$ cat src/rtl/cam_pattern_gen.sv
// OV7670-style QQVGA RGB444 test-pattern source; CAM_PATTERN_FRAME_CNT_EN adds a frame counter to mode 0.
// Outputs registered, updated only as CAM_pclk falls; no backpressure, en only gates the start of the next frame.
module cam_pattern_gen #(
    parameter int          H_ACTIVE    = 160,
    parameter int          V_ACTIVE    = 120,
    parameter int          H_BLANK     = 16,
    parameter int          V_FRONT     = 10,
    parameter int          VSYNC_LEN   = 4,
    parameter int          V_BACK      = 10,
    parameter logic [11:0] SOLID_COLOR = 12'h0F0
) (
    input  logic       clk,
    input  logic       rst,
    input  logic       en,
    input  logic [1:0] mode,
    output logic       CAM_pclk,
    output logic       CAM_vsync,
    output logic       CAM_href,
    output logic [7:0] CAM_D,
    output logic       frame_done
);
    localparam int XW   = $clog2(H_ACTIVE) + 1;
    localparam int YW   = $clog2(V_ACTIVE) + 1;
    localparam int MX_A = (H_BLANK > V_FRONT) ? H_BLANK : V_FRONT;
    localparam int MX_B = (VSYNC_LEN > V_BACK) ? VSYNC_LEN : V_BACK;
    localparam int BMAX = (MX_A > MX_B) ? MX_A : MX_B;
    localparam int CW   = $clog2(BMAX + 1);

    typedef enum logic [2:0] {
        IDLE   = 3'd0,
        VSYNC  = 3'd1,
        VBACK  = 3'd2,
        LINE   = 3'd3,
        HBLANK = 3'd4,
        VFRONT = 3'd5
    } state_t;

    state_t          state;
    logic [CW-1:0]   cnt;
    logic [XW-1:0]   x;
    logic [YW-1:0]   y;
    logic            phase;
    logic [1:0]      mode_q;
    logic [XW-1:0]   nx;
    logic [YW-1:0]   ny;
    logic [2:0]      bar_idx;
    logic [11:0]     pix;
`ifdef CAM_PATTERN_FRAME_CNT_EN
    logic [11:0]     frame_cnt;
`endif

    // Coordinates of the pixel whose byte goes out at the coming update edge.
    always_comb begin
        nx = x;
        ny = y;
        case (state)
            VBACK: begin
                nx = '0;
                ny = '0;
            end
            HBLANK: begin
                nx = '0;
                ny = y + YW'(1);
            end
            LINE: begin
                if (phase) nx = x + XW'(1);
            end
            default: ;
        endcase
    end

    always_comb begin
        pix     = 12'h000;
        bar_idx = 3'((int'(nx) * 8) / H_ACTIVE);
        case (mode_q)
            2'd0: begin
`ifdef CAM_PATTERN_FRAME_CNT_EN
                pix = 12'(nx) + 12'(ny) + frame_cnt;
`else
                pix = 12'(nx) + 12'(ny);
`endif
            end
            2'd1: begin
                case (bar_idx)
                    3'd0: pix = 12'hFFF;
                    3'd1: pix = 12'hFF0;
                    3'd2: pix = 12'h0FF;
                    3'd3: pix = 12'h0F0;
                    3'd4: pix = 12'hF0F;
                    3'd5: pix = 12'hF00;
                    3'd6: pix = 12'h00F;
                    default: pix = 12'h000;
                endcase
            end
            2'd2: pix = (nx[3] ^ ny[3]) ? 12'hFFF : 12'h000;
            default: pix = SOLID_COLOR;
        endcase
    end

    always_ff @(posedge clk or negedge rst) begin
        if (!rst) begin
            state      <= IDLE;
            cnt        <= '0;
            x          <= '0;
            y          <= '0;
            phase      <= 1'b0;
            mode_q     <= 2'd0;
            CAM_pclk   <= 1'b0;
            CAM_vsync  <= 1'b0;
            CAM_href   <= 1'b0;
            CAM_D      <= 8'h00;
            frame_done <= 1'b0;
`ifdef CAM_PATTERN_FRAME_CNT_EN
            frame_cnt  <= 12'h000;
`endif
        end else begin
            CAM_pclk   <= ~CAM_pclk;
            frame_done <= 1'b0;
            // CAM_pclk high now means this edge drives it low: the update edge.
            if (CAM_pclk) begin
                case (state)
                    IDLE: begin
                        if (en) begin
                            mode_q    <= mode;
                            x         <= '0;
                            y         <= '0;
                            cnt       <= '0;
                            CAM_vsync <= 1'b1;
                            state     <= VSYNC;
                        end
                    end
                    VSYNC: begin
                        if (cnt == CW'(VSYNC_LEN - 1)) begin
                            cnt       <= '0;
                            CAM_vsync <= 1'b0;
                            state     <= VBACK;
                        end else begin
                            cnt <= cnt + CW'(1);
                        end
                    end
                    VBACK: begin
                        if (cnt == CW'(V_BACK - 1)) begin
                            cnt      <= '0;
                            x        <= '0;
                            phase    <= 1'b0;
                            CAM_href <= 1'b1;
                            CAM_D    <= {4'h0, pix[11:8]};
                            state    <= LINE;
                        end else begin
                            cnt <= cnt + CW'(1);
                        end
                    end
                    LINE: begin
                        if (!phase) begin
                            CAM_D <= pix[7:0];
                            phase <= 1'b1;
                        end else if (x == XW'(H_ACTIVE - 1)) begin
                            CAM_href <= 1'b0;
                            CAM_D    <= 8'h00;
                            cnt      <= '0;
                            state    <= HBLANK;
                        end else begin
                            x     <= x + XW'(1);
                            phase <= 1'b0;
                            CAM_D <= {4'h0, pix[11:8]};
                        end
                    end
                    HBLANK: begin
                        if (cnt == CW'(H_BLANK - 1)) begin
                            cnt <= '0;
                            if (y == YW'(V_ACTIVE - 1)) begin
                                state <= VFRONT;
                            end else begin
                                y        <= y + YW'(1);
                                x        <= '0;
                                phase    <= 1'b0;
                                CAM_href <= 1'b1;
                                CAM_D    <= {4'h0, pix[11:8]};
                                state    <= LINE;
                            end
                        end else begin
                            cnt <= cnt + CW'(1);
                        end
                    end
                    VFRONT: begin
                        if (cnt == CW'(V_FRONT - 1)) begin
                            cnt        <= '0;
                            frame_done <= 1'b1;
`ifdef CAM_PATTERN_FRAME_CNT_EN
                            frame_cnt  <= frame_cnt + 12'h001;
`endif
                            if (en) begin
                                mode_q    <= mode;
                                x         <= '0;
                                y         <= '0;
                                CAM_vsync <= 1'b1;
                                state     <= VSYNC;
                            end else begin
                                state <= IDLE;
                            end
                        end else begin
                            cnt <= cnt + CW'(1);
                        end
                    end
                    default: state <= IDLE;
                endcase
            end
        end
    end
endmodule

$ cat config.mk
export PLATFORM = sky130hd
export DESIGN_NAME = cam_pattern_gen
export DESIGN_NICKNAME = d
export VERILOG_FILES = /design/src/rtl/cam_pattern_gen.sv
export SDC_FILE = /design/constraint.sdc
export NUM_CORES = 1
export LEC_CHECK = 0
export ABC_AREA = 1
export CELL_PAD_IN_SITES_DETAIL_PLACEMENT = 1
export CELL_PAD_IN_SITES_GLOBAL_PLACEMENT = 1
export CORE_MARGIN = 2
export CORE_UTILIZATION = 48
export DETAILED_ROUTE_END_ITERATION = 6
export GPL_ROUTABILITY_DRIVEN = 0
export PLACE_DENSITY = 0.93
export RECOVER_POWER = 25
export SYNTH_ARGS = -nofsm -noshare
export SYNTH_HDL_FRONTEND = slang
export SYNTH_SLANG_ARGS = --single-unit
$ cat constraint.sdc
create_clock -name clk -period 5.9 [get_ports clk]
set_input_delay 0.885 -clock clk [delete_from_list [all_inputs] [get_ports clk]]
set_output_delay 0.885 -clock clk [all_outputs]
set_load 0.01 [all_outputs]
## Yosys cells after proc, flatten, opt, wreduce, memory -nomap -nowiden

Index checks and enable logic that the tools add are counted.

- Register bits after elaboration: 40
- Bits in latches: 0
- Memory bits (writable): 0
- ROM bits: 0
- Memories: 0

- $add $sub $neg: 4
- Multipliers: 0
- Divide/modulo/power cells: 1
- Order comparisons: 0
- Equality and inequality tests: 27
- Shifts and indexed selects: 0
- Muxes and demuxes: 64
- Bitwise operators: 2
- Reduce and logical (&&, ||, !) cells: 19

Operators with widths:

| operator | count |
|---|---|
| one-hot mux 12 bit (7 select lines) | 1 |
| two-way mux 9 bit | 8 |
| two-way mux 8 bit | 8 |
| one-hot mux 8 bit (3 select lines) | 2 |
| one-hot mux 9 bit (5 select lines) | 1 |
| one-hot mux 12 bit (3 select lines) | 1 |
| divider 13 x 9 -> 32 bit (second input constant) | 1 |
| two-way mux 5 bit | 6 |
| one-hot mux 5 bit (5 select lines) | 1 |
| two-way mux 3 bit | 8 |
| inequality test 2 bit (second input constant) | 9 |
| one-hot mux 3 bit (6 select lines) | 1 |
| one-hot mux 9 bit (2 select lines) | 1 |
| two-way mux 1 bit | 17 |
| one-hot mux 8 bit (2 select lines) | 1 |
| AND reduction 8 bit | 2 |
| equality test 3 bit (second input constant) | 5 |
| AND reduction 5 bit | 3 |
| equality test 3 x 2 -> 1 bit (second input constant) | 4 |
| two-way mux 12 bit | 1 |
| adder 9 x 8 -> 10 bit | 1 |
| equality test 5 x 4 -> 1 bit (second input constant) | 2 |
| nonzero test 5 bit | 2 |
| adder 9 x 1 -> 9 bit (second input constant) | 1 |
| other kinds (22) | 30 |

## Longest topological paths before layout

Gate-level depths: netlist of the first run.

- Depth after elaboration: 10
- Mapped depth: 36
- Depth with buffers taken out: 36

## Least setup slack after synthesis of the first run

OpenSTA, ideal clock, no wires.

- Path kind: register to register
- Start point: reg x[0]
- End point: reg CAM_D[0]
- Setup time: 0.066 ns
- Arrival time: 3.310 ns
- Data required time: 5.834 ns
- Slack: 2.524 ns
- Stages on the path, launching flop included: 31
- Path buffers: 1
- Period minus slack after synthesis: 3.376 ns
- Cell sequence: dfrtp_1 > ha_1 > nand2_1 > nor2_2 > nand3_1 > nand3_1 > nand2_4 > buf_6 > ha_1 > inv_1 > a21oi_1 > nor2_4 > nand3_2 > nand2_1 > nand2_1 > inv_2 > nand2_4 > nand3_4 > nand2_1 > nand3_2 > nand2_4 > nand3_4 > nand2_1 > nand3_1 > nor2_1 > nand3_2 > nand3_1 > nand2_1 > nand2_1 > nand2_1 > nand2_1

- Cells in the longest elaborated chain, start to end: 10
- Elaborated cells on any way between the ends: 23

Ends and longest elaborated chain:

| item | line | text |
|---|---|---|
| start, declared | 40 | `logic [XW-1:0] x;` |
| start signal, assigned | 163 | `x <= x + XW'(1);` |
| adder 9 x 1 -> 9 bit | 66 | `if (phase) nx = x + XW'(1);` |
| two-way mux 9 bit | 66 |  |
| one-hot mux 9 bit (2 select lines) | 56 | `case (state)` |
| divider 13 x 9 -> 32 bit | 74 | `bar_idx = 3'((int'(nx) * 8) / H_ACTIVE);` |
| equality test 3 bit (tied with other cells) | 84 | `case (bar_idx)` |
| one-hot mux 12 bit (7 select lines) | 84 |  |
| one-hot mux 12 bit (3 select lines) | 75 | `case (mode_q)` |
| two-way mux 8 bit / two-way mux 4 bit (equally long branches) | 171, 157 |  |
| two-way mux 8 bit (on tied branches) | 169, 154 |  |
| one-hot mux 8 bit (3 select lines) * | 121 | `case (state)` |
| end signal, assigned | 147 | `CAM_D <= {4'h0, pix[11:8]};` |
| end signal, assigned | 165 | `CAM_D <= {4'h0, pix[11:8]};` |
| end signal, assigned | 178 | `CAM_D <= {4'h0, pix[11:8]};` |
| end, declared | 19 | `output logic [7:0] CAM_D,` |

Mark *: on every way between the ends. The rest lies on a longest branch, timed or not. The select of a mux whose other input is x is not followed.
A chain may end at the register's enable or synchronous reset.

## Final worst setup path of the first run

- Start point: reg state[1]
- End point: reg CAM_D[0]

- Cells in the longest elaborated chain, start to end: 10
- Elaborated cells on any way between the ends: 30

Ends and longest elaborated chain:

| item | line | text |
|---|---|---|
| start, declared | 38 | `state_t state;` |
| start signal, assigned | 102 | `state <= IDLE;` |
| start signal, assigned | 129 | `state <= VSYNC;` |
| start signal, assigned | 136 | `state <= VBACK;` |
| equality test 3 bit / equality test 3 x 2 -> 1 bit (equally long branches) | 56, 121 |  |
| OR reduction 2 bit (no source line) | -- |  |
| one-hot mux 9 bit (2 select lines) | 56 |  |
| divider 13 x 9 -> 32 bit | 74 |  |
| equality test 3 bit (tied with other cells) | 84 |  |
| one-hot mux 12 bit (7 select lines) | 84 |  |
| one-hot mux 12 bit (3 select lines) | 75 |  |
| two-way mux 8 bit / two-way mux 4 bit (equally long branches) | 171, 157 |  |
| two-way mux 8 bit (on tied branches) | 169, 154 |  |
| one-hot mux 8 bit (3 select lines) | 121 |  |

Parallel ways exist; a longest one is shown, timed or not. The select of a mux whose other input is x is not followed.

==> reports/metrics.cfg, run 1 <==
[outcome]
status=finished with violations
violations=max-capacitance violations, max-slew violations

[floorplanning]
die_area_um2=7970
pin_count=17
die_y_um=89.3
core-area_um2=7140
die_x_um=89.3
initial_utilization_pct=48.9
num_rows=31

[sta]
fmax_mhz=253
tns_ns=0
final_max_slew_viol_count=41
hold_violations=0
max_slew_margin_pct=-47.9
min_period_over_period_pct=67.1
setup_viol=0
period_needed_ns=3.96
rsz0062_at_grt=no
final.setup.worst_slack_ns=1.94
finClkSkew_ns=0.0142
tightest_slew_ns=2.22

[placement]
hpwl_mm=7.92
place.port_buffers=16
place_ws_ns=1.97

[layout]
nets=564
fill_cells=997
drive_gt1_share_pct=10.3
syn_to_final_growth_pct=10.2
final_core_util_pct=53.9
antenna_cells=0

[pwr]
power.density_nw_per_um2=323
p_int_w=0.000634
p_leak_nw=1.89
seq_power_share_pct=30.8
p_sw_share_pct=48.8
vdd_ir_drop_max_uv=161
power_switching_w=0.000606
p_clk_share_pct=16.5
comb_power_share_pct=52.6

[setup_path]
r2r_slack_ns=1.94
worstPathArrival_ns=4.15
r2r_cells=25
crit_slowest_cell=dfrtp_1
regToRegEndpoint=CAM_D[0]
crit_top_cell=nand2_1
path_buf_inv=5
path_class=flip-flop to flip-flop
end_kind=flip-flop
path_max_fanout=10
reg2reg_from=state[1]
path_delay_family=simple AND/OR/NAND/NOR gates
cpPeakStageDelay_ns=0.50
cp-startpoint=state[1]
worstPathRequired_ns=6.09
start_kind=flip-flop

[grt]
overflow=0
antenna_found_initial=0
grt_pass1_vias=3753
grt_pass1_wl_mm=17.5
grt_use_total_pct=28.1
grt_max_degree=41

[cts]
root_buffer=clkbuf_8
clkLatencyLatePin_ns=0.31
ctsLongestPathBuffers=2
clk_pin_slew_worst_paths_ns=0.09
numClockSinks=40
post_cts_resized=0
cts_tree=done
cts_hold_buf=0
postCtsSetupBuffers=0
cts_buffers=5
cts_htree_levels=2

[hold_path]
min-delay-start=CAM_D[4]
min_path_type=flip-flop to flip-flop
worstHoldEndpoint=CAM_D[4]
min_path_cells=2

[route]
antenna_violating_nets_post_route=0
wirelength_mm=10.1
drtIter0Drc=148
dr.pass1.iters=4
viasPerCell=5.51
wire_per_inst_um=15.8
drc_errors=0
num_vias=3542

[synth]
synth_cell_types=37
syn-num-nets=544
synth-seq-cells=40
synthCells=523
synthFlopType=dfrtp_1
ys_seq_area_share_pct=28.7
synth-edff-count=0
synth_area_leaders=dfrtp_1 (29%), nand2_1 (14%), inv_1 (8.7%), o21ai_0 (7.3%), ha_1 (5.4%)
yosysMostFrequentCell=nand2_1
synth-async-reset-ratio_pct=100
synthesis.area_um2=3490
post-synth-top-area-fraction_pct=28.7
yosys-top-cells-count=nand2_1 (127), inv_1 (81), o21ai_0 (51), nor2_1 (50), dfrtp_1 (40)
synth_top_cell_by_area=dfrtp_1
syn_area_per_cell_um2=6.67
yosysWarnings=0

[run]
maxCapViolCount=1

==> power by group through the flow <==
stage	Sequential, W	Clock [W]	Combinational (W)
after floorplan	0.000386	0	0.000431
after global placement	0.000381	0	0.000616
after detailed placement	0.000386	0	0.000643
after CTS	0.000381	0.000209	0.000650
after global routing	0.000389	0.000219	0.000740
final	0.000382	0.000205	0.000653
==> tightest hold or removal path, cell delays in order, from the launching register on <==
cell and delay [ns]:
dfrtp_1 0.35, nand2_1 0.06, nand2_1 0.06
==> worst max path at each step <==
| stage | end | slack (ns) | cells past startpoint |
|---|---|---|---|
| 5_1_grt | CAM_D[0] | 1.43 | 24 |
| 4_1_cts | CAM_D[1] | 1.95 | 28 |
| 3_3_place_gp | CAM_D[1] | 2.13 | 29 |
| 3_5_place_dp | CAM_D[1] | 1.97 | 31 |
| 2_1_floorplan | CAM_D[0] | 2.52 | 30 |
| 6_report | CAM_D[0] | 1.94 | 25 |
==> placed cells by master, fill, tap and decap left out, drive strengths merged, types with 6 or more instances in the layout <==
cell,synthesis,final
nand2,148,148
inv,90,91
nor2,56,56
o21ai,53,53
nand3,45,45
dfrtp,40,40
a21oi,17,17
ha,15,15
clkdlybuf4s50,0,15
nand4,12,12
o22ai,10,10
clkbuf,2,7
xor2,6,6
nor3,6,6
==> metal layers <==
metal / up-vias / global-route usage (%) / part of all wire (%)
met3: 32 / 3.51 / 2.1
met2: 51 / 50.6 / 52
li1: 1739 / - / -
met4: 0 / 10.9 / 3.2
met1: 1720 / 33.9 / 43
met5: - / 0 / 0
==> sequential cells by signal, indices dropped and copies added (netlist names), 2 cells and up <==
signal / flops
state: 3
mode_q: 2
y: 8
x: 9
CAM_D: 8
cnt: 5
==> cell type report <==
| cell class | instances | area, µm² | share of cell area [%] |
|---|---|---|---|
| Multi-Input combinational cell | 389 | 2120 | 55.2 |
| Sequential cell | 40 | 1000 | 26.0 |
| Inverter | 91 | 349 | 9.08 |
| Timing Repair Buffer | 16 | 154 | 4.00 |
| Tap cell | 99 | 124 | 3.22 |
| Clock buffer | 6 | 82.6 | 2.15 |
| Clock inverter | 2 | 13.8 | 0.358 |
==> cells by family after synthesis <==
logic type | after synthesis | share of synthesized area, %
xor gates and xnor gates | 7 | 1.76
DFF | 40 | 28.7
adders and majority gates | 16 | 5.95
AOI/OAI and AO/OA | 92 | 14.8
and+or+nand+nor | 274 | 38.3
buffers and inverters | 94 | 10.5
==> metrics by stage <==
stage               cells  power, W  instance area [µm²]  hold slack (ns)
global route          643   0.00135                 3840            0.522
detailed placement    635   0.00103                 3750            0.472
finish                643   0.00124                 3840            0.488
floorplan             523  0.000818                 3490            0.474
global placement      635  0.000998                 3750            0.466
CTS                   643   0.00124                 3850            0.493
Note: power is estimated with default switching activity, not from simulation.
==> run 2: changes to the inputs <==
- CORE_UTILIZATION: 48 -> 40
- PLACE_DENSITY: 0.93 -> 0.83
- clock period: 5.9 -> 3.3 ns (I/O delays scaled with it)
==> reports/metrics.cfg, run 2 (synthesis gave the netlist of run 1 again) <==
[route]
dr.pass1.iters=5  ; +1
antenna_violating_nets_post_route=0  ; unchanged
num_vias=4135  ; +17%
drtIter0Drc=158  ; +6.8%
wirelength_mm=14.3  ; +42%
wire_per_inst_um=19.3  ; +23%
drc_errors=0  ; unchanged
viasPerCell=5.57  ; +1.2%

[floorplanning]
die_x_um=97.4  ; +9.1%
die_area_um2=9490  ; +19%
num_rows=34  ; +9.7%
initial_utilization_pct=40.6  ; -8.3 points
core-area_um2=8590  ; +20%
die_y_um=97.4  ; +9.1%
pin_count=17  ; unchanged

[hold_path]
min_path_type=flip-flop to flip-flop
min-delay-start=CAM_D[4]
worstHoldEndpoint=CAM_D[4]
min_path_cells=2  ; unchanged

[layout]
syn_to_final_growth_pct=40.8
antenna_cells=0  ; unchanged
fill_cells=1092  ; +9.5%
drive_gt1_share_pct=33.9  ; +24 points
nets=655  ; +16%
final_cell_mix=nand2_1 (101), buf_4 (89), inv_1 (77)
layout_top_registers=x (9), CAM_D (8), y (8)
multi_input_area_um2=2490  ; +17%
final_common_cell=nand2_1
largest-register=x
regArea_um2=1010  ; +0.63%
largest_reg_flops=9  ; unchanged

[setup_path]
r2r_slack_ns=-0.57  ; -2.51 ns
r2r_cells=26  ; +4.0%
start_kind=flip-flop
cp-startpoint=state[2]
end_kind=flip-flop
worstPathRequired_ns=3.50  ; -2.59 ns
path_class=flip-flop to flip-flop
regToRegEndpoint=CAM_D[0]
path_max_fanout=5  ; -5
reg2reg_from=state[2]
worstPathArrival_ns=4.07  ; -0.08 ns

[sta]
finClkSkew_ns=0.0141  ; -0.0000740 ns
period_needed_ns=3.87  ; -0.0867 ns
max_slew_margin_pct=-56.8  ; -8.9 points
min_period_over_period_pct=117  ; +50 points
timing.hold.ws_ns=0.509  ; +0.0215 ns
tightest_slew_ns=2.35  ; +0.134 ns
fmax_mhz=258  ; +2.2%
final.setup.worst_slack_ns=-0.571  ; -2.51 ns
final_max_slew_viol_count=41  ; unchanged
rsz0062_at_grt=yes
hold_violations=0  ; unchanged
tns_ns=-2.47  ; -2.47 ns
setup_viol=8  ; +8

[cts]
cts_htree_levels=2  ; unchanged
cts_tree=done
cts_hold_buf=0  ; unchanged
root_buffer=clkbuf_8
cts_buffers=5  ; unchanged
clkLatencyLatePin_ns=0.31  ; about the same
numClockSinks=40  ; unchanged
clk_pin_slew_worst_paths_ns=0.08  ; about the same
ctsLongestPathBuffers=2  ; unchanged

[outcome]
violations=max-capacitance violations, max-slew violations, negative setup slack
status=finished with violations

[grt]
grt_pass1_vias=4240  ; +13%
grt_max_degree=41  ; unchanged
overflow=0  ; unchanged
grt_pass1_wl_mm=19.8  ; +13%
grt_use_total_pct=25.3  ; -2.7 points
antenna_found_initial=0  ; unchanged

[pwr]
power.density_nw_per_um2=555  ; +72%
vdd_ir_drop_max_uv=292  ; +82%
p_leak_nw=2.41  ; +28%
power_w=0.00273  ; +120%

[placement]
hpwl_mm=8.76  ; +11%
place.port_buffers=16  ; unchanged

[run]
maxCapViolCount=1  ; unchanged

## run 2: area by class of cell
type                    count  area share (%)
multi-input cells         389            50.7
flip-flops and latches     40            20.5
repair buffers            107            17.2
inverters                  91            7.21
well taps                 108            2.75
clock buffers               5            1.40
clock inverters             2           0.255
## run 2: power by group
group,internal [W],total (W),leakage (nW),switching [W]
registers,0.000591,0.000693,0.524,0.000102
logic,0.000656,0.00169,1.85,0.00103
clock network,0.000144,0.000342,0.0400,0.000199
## run 2: worst max-delay path by stage
stage                     to  slack (ns)
floorplan           CAM_D[0]       0.005
global placement    CAM_D[0]       -0.04
detailed placement  CAM_D[3]       -0.27
CTS                 CAM_D[0]       -0.20
global route        CAM_D[0]       -0.82
finish              CAM_D[0]       -0.57
## run 2: metal layers
metal	share of wire, %	GRT usage [%]	vias to the layer above
met3	3.0	2.81	64
met2	51	47.7	110
met1	40	29.4	2035
met4	5.8	8.87	0
li1	-	-	1926
met5	0	0	-
## run 2: what timing repair did
item / CTS / global route
endpoints found under the setup margin: 5 / 8
resized for setup: 28 / 61
setup buffers: 10 / 15
pin swaps: 18 / 45
## run 2: through the flow
stage	std cells	worst slack (ns)	util [%]	area, µm²
detailed placement	710	-0.274	50.2	4310
global route	742	-0.817	57.2	4910
global placement	710	-0.0417	50.2	4310
CTS	727	-0.202	53.3	4580
finish	742	-0.571	57.2	4910
floorplan	523	0.00507	-	3550
## run 2: critical path: stages (launching register included)
cell,delay [ns]
dfrtp_2,0.45
inv_2,0.09
nand3_4,0.13
inv_4,0.13
nand2_4,0.08
nand2_8,0.12
inv_4,0.05
buf_4,0.13
a22oi_2,0.21
inv_2,0.10
fa_2,0.43
inv_2,0.08
a21oi_1,0.06
o21bai_1,0.20
nand2_1,0.12
a21oi_2,0.21
nor2_1,0.09
nor2_1,0.14
o21ai_0,0.12
nand2_1,0.15
a21oi_1,0.11
o21ai_0,0.11
nand2_1,0.10
o21ai_0,0.17
inv_1,0.08
nand2_1,0.07
nand2_1,0.05
